===== config.mk =====
export PLATFORM = sky130hd
export DESIGN_NAME = apb
export DESIGN_NICKNAME = d
export VERILOG_FILES = /design/src/rtl/apb.sv
export SDC_FILE = /design/constraint.sdc
export NUM_CORES = 1
export LEC_CHECK = 0
export ABC_AREA = 1
export BUFFER_PORTS_ARGS = -buffer_cell sky130_fd_sc_hd__buf_4
export CAP_MARGIN = 5
export CORE_MARGIN = 8
export CORE_UTILIZATION = 60
export DETAILED_ROUTE_END_ITERATION = 10
export PLACE_DENSITY = 0.77
export SLEW_MARGIN = 30
export SYNTH_ARGS = -nofsm -noshare
export SYNTH_HDL_FRONTEND = slang
export SYNTH_SLANG_ARGS = --single-unit

===== constraint.sdc =====
create_clock -name p_clk -period 1.8 [get_ports p_clk]
set_input_delay 0.36 -clock p_clk [delete_from_list [all_inputs] [get_ports p_clk]]
set_output_delay 0.36 -clock p_clk [all_outputs]
set_load 0.02 [all_outputs]

===== src/rtl/apb.sv =====
// Zero-wait-state APB slave in front of a small word-addressed register memory.
// Optional APB_SLVERR_EN: out-of-range addresses raise p_slverr instead of wrapping.
module apb #(
    parameter int DATA_W    = 32,
    parameter int MEM_DEPTH = 16
) (
    input  logic              p_clk,
    input  logic              p_reset,
    input  logic [31:0]       p_add,
    input  logic              p_sel,
    input  logic              p_enable,
    input  logic              p_write,
    input  logic [DATA_W-1:0] p_wdata,
    output logic [DATA_W-1:0] p_rdata,
    output logic              p_ready,
    output logic              p_slverr,
    output logic [1:0]        ns
);

    localparam int IDX_W = (MEM_DEPTH > 1) ? $clog2(MEM_DEPTH) : 1;

    typedef enum logic [1:0] {
        IDLE   = 2'b00,
        SETUP  = 2'b01,
        ACCESS = 2'b10
    } state_t;

    state_t            state;
    state_t            next_state;
    logic [DATA_W-1:0] mem [MEM_DEPTH];
    logic [IDX_W-1:0]  idx;
    logic              in_range;
    logic              commit;

    // Word index wraps modulo the depth; in range it is simply p_add.
    assign idx    = IDX_W'(p_add % 32'(MEM_DEPTH));
    assign commit = (state == SETUP) && p_sel && p_enable;

`ifdef APB_SLVERR_EN
    logic err_q;

    assign in_range = (p_add < 32'(MEM_DEPTH));
    assign p_slverr = (state == ACCESS) && err_q;

    always_ff @(posedge p_clk or negedge p_reset) begin
        if (!p_reset) begin
            err_q <= 1'b0;
        end else if (commit) begin
            err_q <= !in_range;
        end
    end
`else
    assign in_range = 1'b1;
    assign p_slverr = 1'b0;
`endif

    always_comb begin
        // NOTE: next_state gets a default before the case so no path leaves it unassigned (no latch).
        next_state = IDLE;
        case (state)
            IDLE:    next_state = p_sel ? SETUP : IDLE;
            SETUP:   begin
                if (!p_sel)        next_state = IDLE;
                else if (p_enable) next_state = ACCESS;
                else               next_state = SETUP;
            end
            ACCESS:  next_state = p_sel ? SETUP : IDLE;
            default: next_state = IDLE;
        endcase
    end

    assign ns      = next_state;
    assign p_ready = (state == ACCESS);

    always_ff @(posedge p_clk or negedge p_reset) begin
        if (!p_reset) begin
            // NOTE: the register file is cleared on reset, so it must be flops rather than an inferred RAM.
            state   <= IDLE;
            p_rdata <= '0;
            for (int i = 0; i < MEM_DEPTH; i++) begin
                mem[i] <= '0;
            end
        end else begin
            // NOTE: sequential state uses non-blocking assignments so every flop samples pre-edge values.
            state <= next_state;
            if (commit) begin
                if (p_write) begin
                    if (in_range) mem[idx] <= p_wdata;
                end else begin
                    p_rdata <= in_range ? mem[idx] : '0;
                end
            end
        end
    end

endmodule


== Yosys cells after proc, flatten, opt, wreduce, memory -nomap -nowiden ==
Cells that the tools add are included.
W data, S select, Z words.

* Eq/ne operators: 2
* $lt $le $gt $ge: 2
* Multiplexer cells: 10
* Bitwise logic cells: 2
* Reductions and logical operators: 7

{| class="wikitable"
|+ Operators by type and width
! operator !! count
|-
| $bwmux W512 || 1
|-
| $bmux W32 S4 || 1
|-
| $demux W32 S4 || 1
|-
| $mux W32 || 3
|-
| $ge A5 B5 Y1 const B || 1
|-
| $lt A5 B1 Y1 const B || 1
|-
| $not A4 Y5 || 1
|-
| $mux W2 || 2
|-
| $pmux W2 S2 || 1
|-
| $reduce_and A2 Y1 || 2
|-
| $logic_and A1 B1 Y1 || 3
|-
| $eq A2 B1 Y1 const B || 1
|-
| $eq A2 B2 Y1 const B || 1
|-
| $logic_not A2 Y1 || 1
|-
| $reduce_or A2 Y1 || 1
|-
| $mux W1 || 1
|-
| $not A1 Y1 || 1
|}

* Logic and storage cells: 41
* Output and inout port bits: 36
* Flip-flop bits (word level): 546
* Bits of input ports: 69

== Longest topological paths before layout ==
* Depth after elaboration: 6
* Mapped depth: 11
* Depth with buffers taken out: 9

== Worst setup path after synthesis ==
No wires, ideal clock.

* Path kind: input to register
* Start point: in p_enable
* End point: reg mem[341] in the netlist's numbering
* Setup time: 131 ps
* Data arrival time: 1708 ps
* Path slack: -39 ps
* Data required time: 1669 ps
* Buffers on the path: 1
* Cell stages on the path: 8
* Path through: inv_1 nor3_4 nand2_4 nor2_8 nand2_4 buf_6 nand2_1 o21ai_2

* Cells in the longest elaborated chain, start to end: 2

{| class="wikitable"
|+ RTL lines
! element !! line !! RTL
|-
| start, declared || 11 || <nowiki>input logic p_enable,</nowiki>
|-
| $logic_and A1 B1 Y1 || 37 || <nowiki>assign commit = (state == SETUP) && p_sel && p_enable;</nowiki>
|-
| $reduce_and A2 Y1 (no line) || -- ||
|-
| end signal, assigned by index || 88 || <nowiki>if (in_range) mem[idx] <= p_wdata;</nowiki>
|-
| end, declared || 30 || <nowiki>logic [DATA_W-1:0] mem [MEM_DEPTH];</nowiki>
|}

Every way passes these cells.
A chain may end at the register's enable or synchronous reset.

== Worst setup path after layout ==
* Start point: reg state[1]
* End point: out ns[1]

* Cells in the longest elaborated chain, start to end: 3
* Elaborated cells between the ends (all ways): 5
* Those cells by class: eq/ne (2); mux (1); reduce/logical (2)

{| class="wikitable"
|+ RTL lines
! element !! line !! RTL
|-
| start, declared || 28 || <nowiki>state_t state;</nowiki>
|-
| start signal, assigned || 85 || <nowiki>state <= next_state;</nowiki>
|-
| $eq A2 B2 Y1 / $logic_not A2 Y1 (equally long branches) || 60 || <nowiki>case (state)</nowiki>
|-
| $reduce_or A2 Y1 (no line) || -- ||
|-
| $pmux W2 S2 (*) || 60 ||
|-
| end, declared || 17 || <nowiki>output logic [1:0] ns</nowiki>
|}

Every way passes the cells marked *; elsewhere a longest branch is shown, timed or not.

==> reports/metrics.cfg <==
[outcome]
outcome = finished, violations left
violations = setup timing

[setup_path]
endpoint = ns[1]
r2r_end = mem[170]
crit_family = flip-flops
r2r_setup_slack_ns = -0.05
cp_slowest_cell = dfrtp_1
path_class = flop to primary output
crit_path_max_fanout = 3
max_stage_delay_ns = 0.38
cp_num_cells = 5
path_cells = inv_2 > nand2_4 > nor3_4 > buf_6 > buf_6
cp.required_ns = 1.44
crit_path_end_kind = primary output
r2r-start = state[1]
path_buf_inv = 3
cp-start-kind = flop
reg2reg_depth = 11
crit_start = state[1]
critical_path.most_common_cell = buf_6
crit_arrival_ns = 1.50

[logic_synthesis]
synth_area_sq_um = 25800
yosys_register_bits = 546
syn_nets = 3389
ys_warn_count = 0
ys_types = 22
synth.avg_cell_area_sq_um = 7.78
ys_seq_area_share_pct = 52.9
syn_inst = 3320

[min_path]
hp-start = p_enable
hold_path.class = input port to flop

[die]
fp.dieArea_sq_um = 49900
die_height_um = 223
initial_core_util_pct = 60.4
die_width_um = 223
core_area_sq_um = 42800
rows = 76
ioPinCount = 105

[sta]
rsz0062_at_grt = true
tightestPinTransition_ns = 0.631
fin_skew_ns = 0.0221
fin_crit_ns = 1.86
fin_ws_ns = -0.0581
setup_viol = 97
hold_viol = 0
slew_viol_final = 0
finalCritPeriodShare_pct = 103
fin_setup_tns_ns = -1.30
max_freq_mhz = 538
slew_headroom_pct = 57.9

[clock_network]
cts_tree = built
cts_sinks = 546
cts_buffer_depth = 3
htreeDepth = 2
numCtsBuffers = 55
clk_pin_slew_worst_paths_ns = 0.06
cts-root-buf = clkbuf_16
clock_latency_ns = 0.63

[final_layout]
drive_gt1_share_pct = 13.3
final_common_cell = nand2_1
area_growth_syn_to_layout_pct = 15.3
antenna_cells = 0
nets = 3427
layout_common_cells = 1719 x nand2_1, 546 x dfrtp_1, 308 x o21ai_1

[global_route]
grt_pass1_wl_mm = 115
antenna_found_initial = 0
grt_use_met2_pct = 46.8
grt_overflow = 0
use_met3_pct = 5.67
grt_max_degree = 83
grtUsageMet1_pct = 37.5
grt_pass1_vias = 21600
busiest_layer = met2
grt_use_total_pct = 28.8

[route]
drc = 0
drt_wl_total_mm = 73.6
wl_per_cell_um = 18.6
via_per_inst = 5.67
dr.pass1.iters = 6
vias = 22400
drt_iter0_drc = 2694
ant_nets = 0

[power_and_ir_drop]
ir_worst_vdd_uv = 847
p_leak_nw = 15.5
power.density_nw_per_um2 = 973
p_total_w = 0.0290

[placement]
gp_congestion = 0.837
dpl.hpwl_mm = 42.7
io_buffers = 75

[flow_run]
drv_cap = 0

[power by group]
group          internal (W)  switching, W
Sequential           0.0132      0.000588
Combinational       0.00136       0.00229
Clock               0.00669       0.00479
[state kept, by name, indices dropped and copies added, names as in the netlist]
signal / flops
mem: 512
p_rdata: 32
state: 2
[cells by family after synthesis]
group                  count (synthesis)  share of synthesized area (%)
and+or+nand+nor                     1921                           29.1
DFF                                  546                           52.9
other                                  1                         0.0145
AOI/OAI and AO/OA                    513                           10.9
buffers and inverters                339                           7.13
[routing by layer]
metal | part of all wire [%] | vias to the layer above | routed length (um)
met5 | 0 | - | 0
met4 | 4.0 | 0 | 2930
met3 | 9.9 | 193 | 7270
met2 | 46 | 1118 | 34200
met1 | 40 | 10600 | 29200
li1 | - | 10500 | -
[area by class of cell]
| cell class | instances | area (sq um) |
|---|---|---|
| Inverter | 111 | 424 |
| Multi-Input combinational cell | 2435 | 10600 |
| Clock inverter | 16 | 145 |
| Sequential cell | 546 | 13700 |
| Tap cell | 546 | 683 |
| Clock buffer | 86 | 1680 |
| Fill cell | 3298 | 13000 |
| Timing Repair Buffer | 209 | 2540 |
[per-stage QoR]
stage	std cells	setup slack, ns	utilization, %	hold WS [ns]	instance area, sq um
after floorplan	3320	-0.0389	-	0.0644	25800
after global placement	3831	-0.0376	64.1	0.226	27400
after detailed placement	3831	-0.0850	64.1	0.228	27400
after global routing	3949	-0.102	69.6	0.143	29800
after CTS	3938	-0.109	68.5	0.118	29300
final	3949	-0.0581	69.6	0.147	29800
[synth_stat cells, drive strengths merged]
cell	instances	share of area (%)
clkbuf	124	1.8
inv	111	1.6
nand3	64	1.2
nand2	1781	26
dfrtp	546	53
nand4	4	0.19
buf	104	3.7
nor2	70	1.2
nor4	1	0.082
nor3	1	0.063
a21oi	1	0.019
conb	1	0.015
o21ai	512	11
[tightest hold or removal path: cells and delay by family]
kind	cells	cell delay, ns
AND/OR/NAND/NOR	1	0.10
AO/OA/AOI/OAI	1	0.08
buffers and inverters	2	0.17
[timing repair]
item                       CTS  global route
cloned                       0             8
gates resized for setup      3            82
hold buffers                 1             0
pin swaps                    1             5
setup endpoints to repair    3           317
setup buffers                4             3
hold endpoints to repair   249             0
[worst min-delay path by stage]
stage / depth (start not counted) / slack, ns / to
after floorplan: 0 / 0.06 / mem[0]
after global placement: 1 / 0.23 / mem[423]
after detailed placement: 1 / 0.23 / mem[426]
after CTS: 4 / 0.12 / state[0]
after global routing: 4 / 0.14 / state[0]
final: 4 / 0.15 / state[0]
Power figures use the tool's default switching activity.
